--- src/rtl/pm_axi_ddr_writer.sv ---
// pm_axi_ddr_writer: single-beat AXI4 write master that stores one 64-bit
// postmortem word in PS DDR per request and answers each word with a done pulse.
module pm_axi_ddr_writer #(
    parameter int unsigned SETTLE_CYC = 2,
    parameter int unsigned TIMEOUT    = 1023
) (
    input  logic        i_clk,
    input  logic        i_rst,
    input  logic        i_start,
    input  logic [39:0] i_addr,
    input  logic [63:0] i_data,
    output logic        o_done,
    output logic        o_busy,
    output logic        o_err,
    output logic        o_timeout,
    input  logic        i_err_clr,
    output logic [2:0]  o_state,
    output logic [39:0] m_axi_awaddr,
    output logic [7:0]  m_axi_awlen,
    output logic [2:0]  m_axi_awsize,
    output logic [1:0]  m_axi_awburst,
    output logic [3:0]  m_axi_awcache,
    output logic [2:0]  m_axi_awprot,
    output logic        m_axi_awvalid,
    input  logic        m_axi_awready,
    output logic [63:0] m_axi_wdata,
    output logic [7:0]  m_axi_wstrb,
    output logic        m_axi_wlast,
    output logic        m_axi_wvalid,
    input  logic        m_axi_wready,
    input  logic [1:0]  m_axi_bresp,
    input  logic        m_axi_bvalid,
    output logic        m_axi_bready
);

    typedef enum logic [2:0] {
        S_IDLE = 3'd0,
        S_SETL = 3'd1,
        S_ADDR = 3'd2,
        S_RESP = 3'd3,
        S_DONE = 3'd4,
        S_GAP  = 3'd5
    } state_t;

    localparam logic [3:0]  SETL_LAST = 4'(SETTLE_CYC - 1);
    localparam logic [15:0] TMO_LIM   = 16'(TIMEOUT);

    state_t      state_q, state_d;
    logic [3:0]  setl_q, setl_d;
    logic [15:0] tmo_q, tmo_d;
    logic [39:0] awaddr_q, awaddr_d;
    logic [63:0] wdata_q, wdata_d;
    logic        awvalid_q, awvalid_d;
    logic        wvalid_q, wvalid_d;
    logic        err_q, err_d;
    logic        tmof_q, tmof_d;
    logic        err_set, tmo_set;

    // Next-state logic: request sequencing, AXI handshakes, timeout and sticky flags
    always_comb begin
        state_d   = state_q;
        setl_d    = setl_q;
        tmo_d     = tmo_q;
        awaddr_d  = awaddr_q;
        wdata_d   = wdata_q;
        awvalid_d = awvalid_q;
        wvalid_d  = wvalid_q;
        err_set   = 1'b0;
        tmo_set   = 1'b0;
        case (state_q)
            S_IDLE: begin
                if (i_start) begin
                    state_d = S_SETL;
                    setl_d  = '0;
                end
            end
            S_SETL: begin
                // handler updates addr/data a cycle after raising start; wait it out
                if (!i_start) begin
                    state_d = S_IDLE;
                end else if (setl_q == SETL_LAST) begin
                    awaddr_d  = i_addr & ~40'h7;
                    wdata_d   = i_data;
                    awvalid_d = 1'b1;
                    wvalid_d  = 1'b1;
                    tmo_d     = '0;
                    state_d   = S_ADDR;
                end else begin
                    setl_d = setl_q + 4'd1;
                end
            end
            S_ADDR: begin
                if (awvalid_q && m_axi_awready) awvalid_d = 1'b0;
                if (wvalid_q && m_axi_wready)   wvalid_d  = 1'b0;
                if (!awvalid_d && !wvalid_d)    state_d   = S_RESP;
            end
            S_RESP: begin
                if (m_axi_bvalid) begin
                    state_d = S_DONE;
                    // SLVERR/DECERR both have bit 1 set
                    err_set = |(m_axi_bresp & 2'b10);
                end
            end
            S_DONE:  state_d = S_GAP;
            S_GAP:   state_d = S_IDLE;
            default: state_d = S_IDLE;
        endcase
        // timeout is only flagged; an AXI write can never be abandoned
        if (state_q == S_ADDR || state_q == S_RESP) begin
            if (tmo_q != 16'hFFFF) begin
                tmo_d = tmo_q + 16'd1;
                if (tmo_d == TMO_LIM) tmo_set = 1'b1;
            end
        end
        err_d  = err_set | (err_q & ~i_err_clr);
        tmof_d = tmo_set | (tmof_q & ~i_err_clr);
    end

    // State and datapath registers, asynchronously cleared
    always_ff @(posedge i_clk or negedge i_rst) begin
        if (!i_rst) begin
            state_q   <= S_IDLE;
            setl_q    <= '0;
            tmo_q     <= '0;
            awaddr_q  <= '0;
            wdata_q   <= '0;
            awvalid_q <= 1'b0;
            wvalid_q  <= 1'b0;
            err_q     <= 1'b0;
            tmof_q    <= 1'b0;
        end else begin
            state_q   <= state_d;
            setl_q    <= setl_d;
            tmo_q     <= tmo_d;
            awaddr_q  <= awaddr_d;
            wdata_q   <= wdata_d;
            awvalid_q <= awvalid_d;
            wvalid_q  <= wvalid_d;
            err_q     <= err_d;
            tmof_q    <= tmof_d;
        end
    end

    assign o_done        = (state_q == S_DONE);
    assign o_busy        = (state_q != S_IDLE);
    assign o_err         = err_q;
    assign o_timeout     = tmof_q;
    assign o_state       = state_q;
    assign m_axi_awaddr  = awaddr_q;
    assign m_axi_awlen   = 8'd0;
    assign m_axi_awsize  = 3'b011;
    assign m_axi_awburst = 2'b01;
    assign m_axi_awcache = 4'b0011;
    assign m_axi_awprot  = 3'd0;
    assign m_axi_awvalid = awvalid_q;
    assign m_axi_wdata   = wdata_q;
    assign m_axi_wstrb   = 8'hFF;
    assign m_axi_wlast   = 1'b1;
    assign m_axi_wvalid  = wvalid_q;
    assign m_axi_bready  = (state_q == S_RESP);

endmodule

--- config.mk ---
export PLATFORM = sky130hd
export DESIGN_NAME = pm_axi_ddr_writer
export DESIGN_NICKNAME = d
export VERILOG_FILES = /design/src/rtl/pm_axi_ddr_writer.sv
export SDC_FILE = /design/constraint.sdc
export NUM_CORES = 1
export LEC_CHECK = 0
export ABC_AREA = 1
export BUFFER_PORTS_ARGS = -buffer_cell sky130_fd_sc_hd__buf_2
export CORE_UTILIZATION = 43
export DETAILED_ROUTE_END_ITERATION = 8
export GPL_TIMING_DRIVEN = 0
export PLACE_DENSITY = 0.77
export SETUP_SLACK_MARGIN = 0.3
export SLEW_MARGIN = 25
export SYNTH_ARGS = -nofsm -noshare
export SYNTH_HDL_FRONTEND = slang
export SYNTH_SLANG_ARGS = --single-unit
--- constraint.sdc ---
create_clock -name i_clk -period 1.5 [get_ports i_clk]
set_input_delay 0.075 -clock i_clk [delete_from_list [all_inputs] [get_ports i_clk]]
set_output_delay 0.075 -clock i_clk [all_outputs]
set_load 0.005 [all_outputs]
==> results.sh <==
export IMPL_status="complete, but fails checks"
export IMPL_violations="setup timing"
export IMPL_path_clk_slew_ps=60
export IMPL_fin_skew_ps=13.0
export IMPL_synth_area_leaders="dfrtp_1 (56%), nand2_1 (24%), buf_4 (4.3%)"
export IMPL_seq_area_mm2=0.00321
export IMPL_hold_violations=0
export IMPL_cp_endpoint="m_axi_wdata[14]"
export IMPL_grt_usage_pct=29.8
export IMPL_cts_sinks=128
export IMPL_timing_hold_ws_ps=53.7
export IMPL_dp_hpwl_mm=10.6
export IMPL_synthArstFlopShare_pct=100
export IMPL_startpoint_type="flop"
export IMPL_routabilityCongestion=0.867
export IMPL_yosys_register_bits=128
export IMPL_timing_rr_end="m_axi_wdata[14]"
export IMPL_first_pass_iters=5
export IMPL_critPathCaptureType="flop"
export IMPL_syn_area_per_cell_um2=8.36
export IMPL_dpl_worst_slack_ps=-299
export IMPL_instances_no_fill=1327
export IMPL_crit_start="setl_q[1]"
export IMPL_coreArea_mm2=0.0128
export IMPL_ant_nets=0
export IMPL_synth_top_area_share_pct=55.6
export IMPL_n_fill_cell=502
export IMPL_wire_per_inst_um=22.8
export IMPL_viasPerCell=5.59
export IMPL_worstSkewPairLatency_ps=420
export IMPL_min_path_type="input pin to flop"
export IMPL_cp_max_fo=6
export IMPL_yosysSeqAreaShare_pct=55.6
export IMPL_maxSlewViolCount=0
export IMPL_vias=7417
export IMPL_finalWorstSetupSlack_ps=-275
export IMPL_syn_cell_area_mm2=0.00577
export IMPL_drive_gt1_share_pct=55.2
export IMPL_ff2ff_setup_slack_ps=-270
export IMPL_numCtsBuffers=17
export IMPL_dieWidth_um=118
export IMPL_io_buffers=219
export IMPL_multi_input_area_mm2=0.00316
export IMPL_initial_utilization_pct=45.0
export IMPL_yosys_most_used_dff="dfrtp_1"
export IMPL_clock_path_buffers=2
export IMPL_crit_required_ps=1860
export IMPL_drv_cap=0
export IMPL_timing_rr_start="setl_q[1]"
export IMPL_period_needed_ps=1770
export IMPL_irDropWorstVdd_mv=1.20
export IMPL_synth_edff_count=0
export IMPL_die_h_um=118
export IMPL_worstPathArrival_ps=2130
export IMPL_drt_iter0_markers=684
export IMPL_pin_count=256
export IMPL_crit_type="flop to flop"
export IMPL_syn_inst=690
export IMPL_antenna_found_initial=0
export IMPL_powerDensity_mw_per_mm2=1700
export IMPL_drc_errors=0
export IMPL_htreeDepth=4
export IMPL_ys_types=32
export IMPL_cts_root_buffer="clkbuf_16"
export IMPL_dp_cells=1112
export IMPL_rows=41
export IMPL_r2r_worst_path_cells=13
export IMPL_synth_top_area_cell="dfrtp_1"
export IMPL_grt_pass1_vias=6414
export IMPL_grt_overflow=0
export IMPL_totalWireLength_mm=30.2
export IMPL_syn_to_final_growth_pct=95.4
export IMPL_nNetsFinal=1259
export IMPL_cellLeakagePower_uw=0.00606
export IMPL_grt_pass1_wl_mm=32.2
export IMPL_fmax_mhz=563
export IMPL_total_power_uw=19100
export IMPL_setup_viol=123
export IMPL_ys_warn_count=0
export IMPL_rsz0062_at_grt="yes"
export IMPL_grt_max_degree=77
export IMPL_period_share_pct=118
export IMPL_cts_tree="done"
export IMPL_die_area_mm2=0.0139
[worst min-delay path by stage]
| stage | from | endpoint | slack, ps | cells after the start |
|---|---|---|---|---|
| detailed placement | i_rst | o_state[1] | 20 | 1 |
| finish | i_start | setl_q[0] | 50 | 3 |
| global route | i_start | setl_q[0] | 50 | 3 |
| CTS | i_start | setl_q[0] | 30 | 3 |
| global placement | i_addr[16] | m_axi_awaddr[16] | 270 | 3 |
| floorplan | i_rst | m_axi_awaddr[10] | -220 | 0 |
[cell usage in the layout (no fill, tap or decap), drive strengths merged]
cell	instances
diode	1
nand4	7
clkinv	6
o31ai	3
dfrtp	128
clkbuf	36
o32ai	1
o21ai	16
a21oi	3
xor2	5
dlygate4sd3	107
bufinv	4
inv	33
buf	333
nand2	369
a32o	1
nor2	34
nand3	20
clkinvlp	2
ha	4
o22ai	6
o22a	1
nor3	3
conb	32
[cells in the mapped netlist (2+ instances only)]
cell / count
inv_1: 26
nor2_4: 3
buf_4: 33
o31ai_1: 3
nor3_1: 3
xor2_1: 5
o22ai_2: 5
nand4_1: 6
nand3_1: 20
o21ai_2: 5
ha_1: 4
nand2_1: 365
nor2_1: 30
inv_2: 5
nand2_2: 2
buf_6: 2
a21oi_1: 3
buf_2: 18
dfrtp_1: 128
o21ai_0: 11
conb_1: 2
[metrics by stage]
| stage | TNS [ps] | instance area [um^2] | utilization (%) |
|---|---|---|---|
| 2_1_floorplan | -1380 | 6000 | - |
| 3_5_place_dp | -27820 | 7350 | 57.3 |
| 4_1_cts | -8490 | 9880 | 77.1 |
| 3_3_place_gp | -199310 | 7310 | 57.0 |
| 6_report | -24170 | 11300 | 87.8 |
| 5_1_grt | -27800 | 11300 | 87.8 |
[flip-flops by register name (all words and copies together), names as in the netlist]
name	flops
o_timeout	1
o_err	1
setl_q	4
m_axi_wdata	64
o_state	3
tmo_q	16
m_axi_awaddr	37
m_axi_awvalid	1
m_axi_wvalid	1
[timing repair]
action | 4_1_cts | 5_1_grt
buffers inserted | 34 | 18
hold endpoints to repair | 170 | 0
hold buffers | 107 | 0
gates resized for setup | 124 | 256
gates cloned | 7 | 17
pin swaps | 19 | 82
setup endpoints to repair | 130 | 132
[metal layers]
metal | routed length (um) | vias to the layer above | track usage [%]
li1 | - | 2982 | -
met1 | 9750 | 3479 | 33.6
met3 | 2820 | 273 | 7.70
met2 | 14700 | 683 | 52.3
met4 | 2890 | 0 | 14.3
met5 | 0 | - | 0
[cell families (layout without fill, tap and decap cells)]
| family | after synthesis | count (layout) | synth area share, % |
|---|---|---|---|
| simple gates | 433 | 433 | 30.2 |
| flops | 128 | 128 | 55.6 |
| buf+inv | 87 | 521 | 8.46 |
| compound gates | 31 | 31 | 4.04 |
| xor+xnor | 5 | 5 | 0.760 |
| fa+ha+maj | 4 | 4 | 0.868 |
| other cells | 2 | 33 | 0.130 |
[critical path, cell delays in order, from the launching register on]
cell       delay, ps
dfrtp_1          390
inv_2             80
ha_4             130
nand2_4           40
nor2_4           110
nand2_2           80
inv_2             90
nand2_4           80
inv_4             80
buf_6            140
buf_12           160
clkbuf_16        160
nand2_1           60
nand2_1           90
[power breakdown]
part	internal [uW]	switching (uW)	leakage, uW
logic	3860	4370	0.00412
registers	4870	1480	0.00164
clock network	2820	1690	0.000303
total	11600	7540	0.00606
[layout make-up]
type / count / area share [%]
buffer: 55 / 5.37
inverter: 32 / 1.19
tap: 172 / 1.91
timing repair buffer: 403 / 29.5
clock buffer: 18 / 3.90
clock inverter: 13 / 1.64
antenna: 1 / 0.0222
multi-input combinational: 505 / 28.0
sequential: 128 / 28.5
Note: power is estimated with default switching activity, not from simulation.
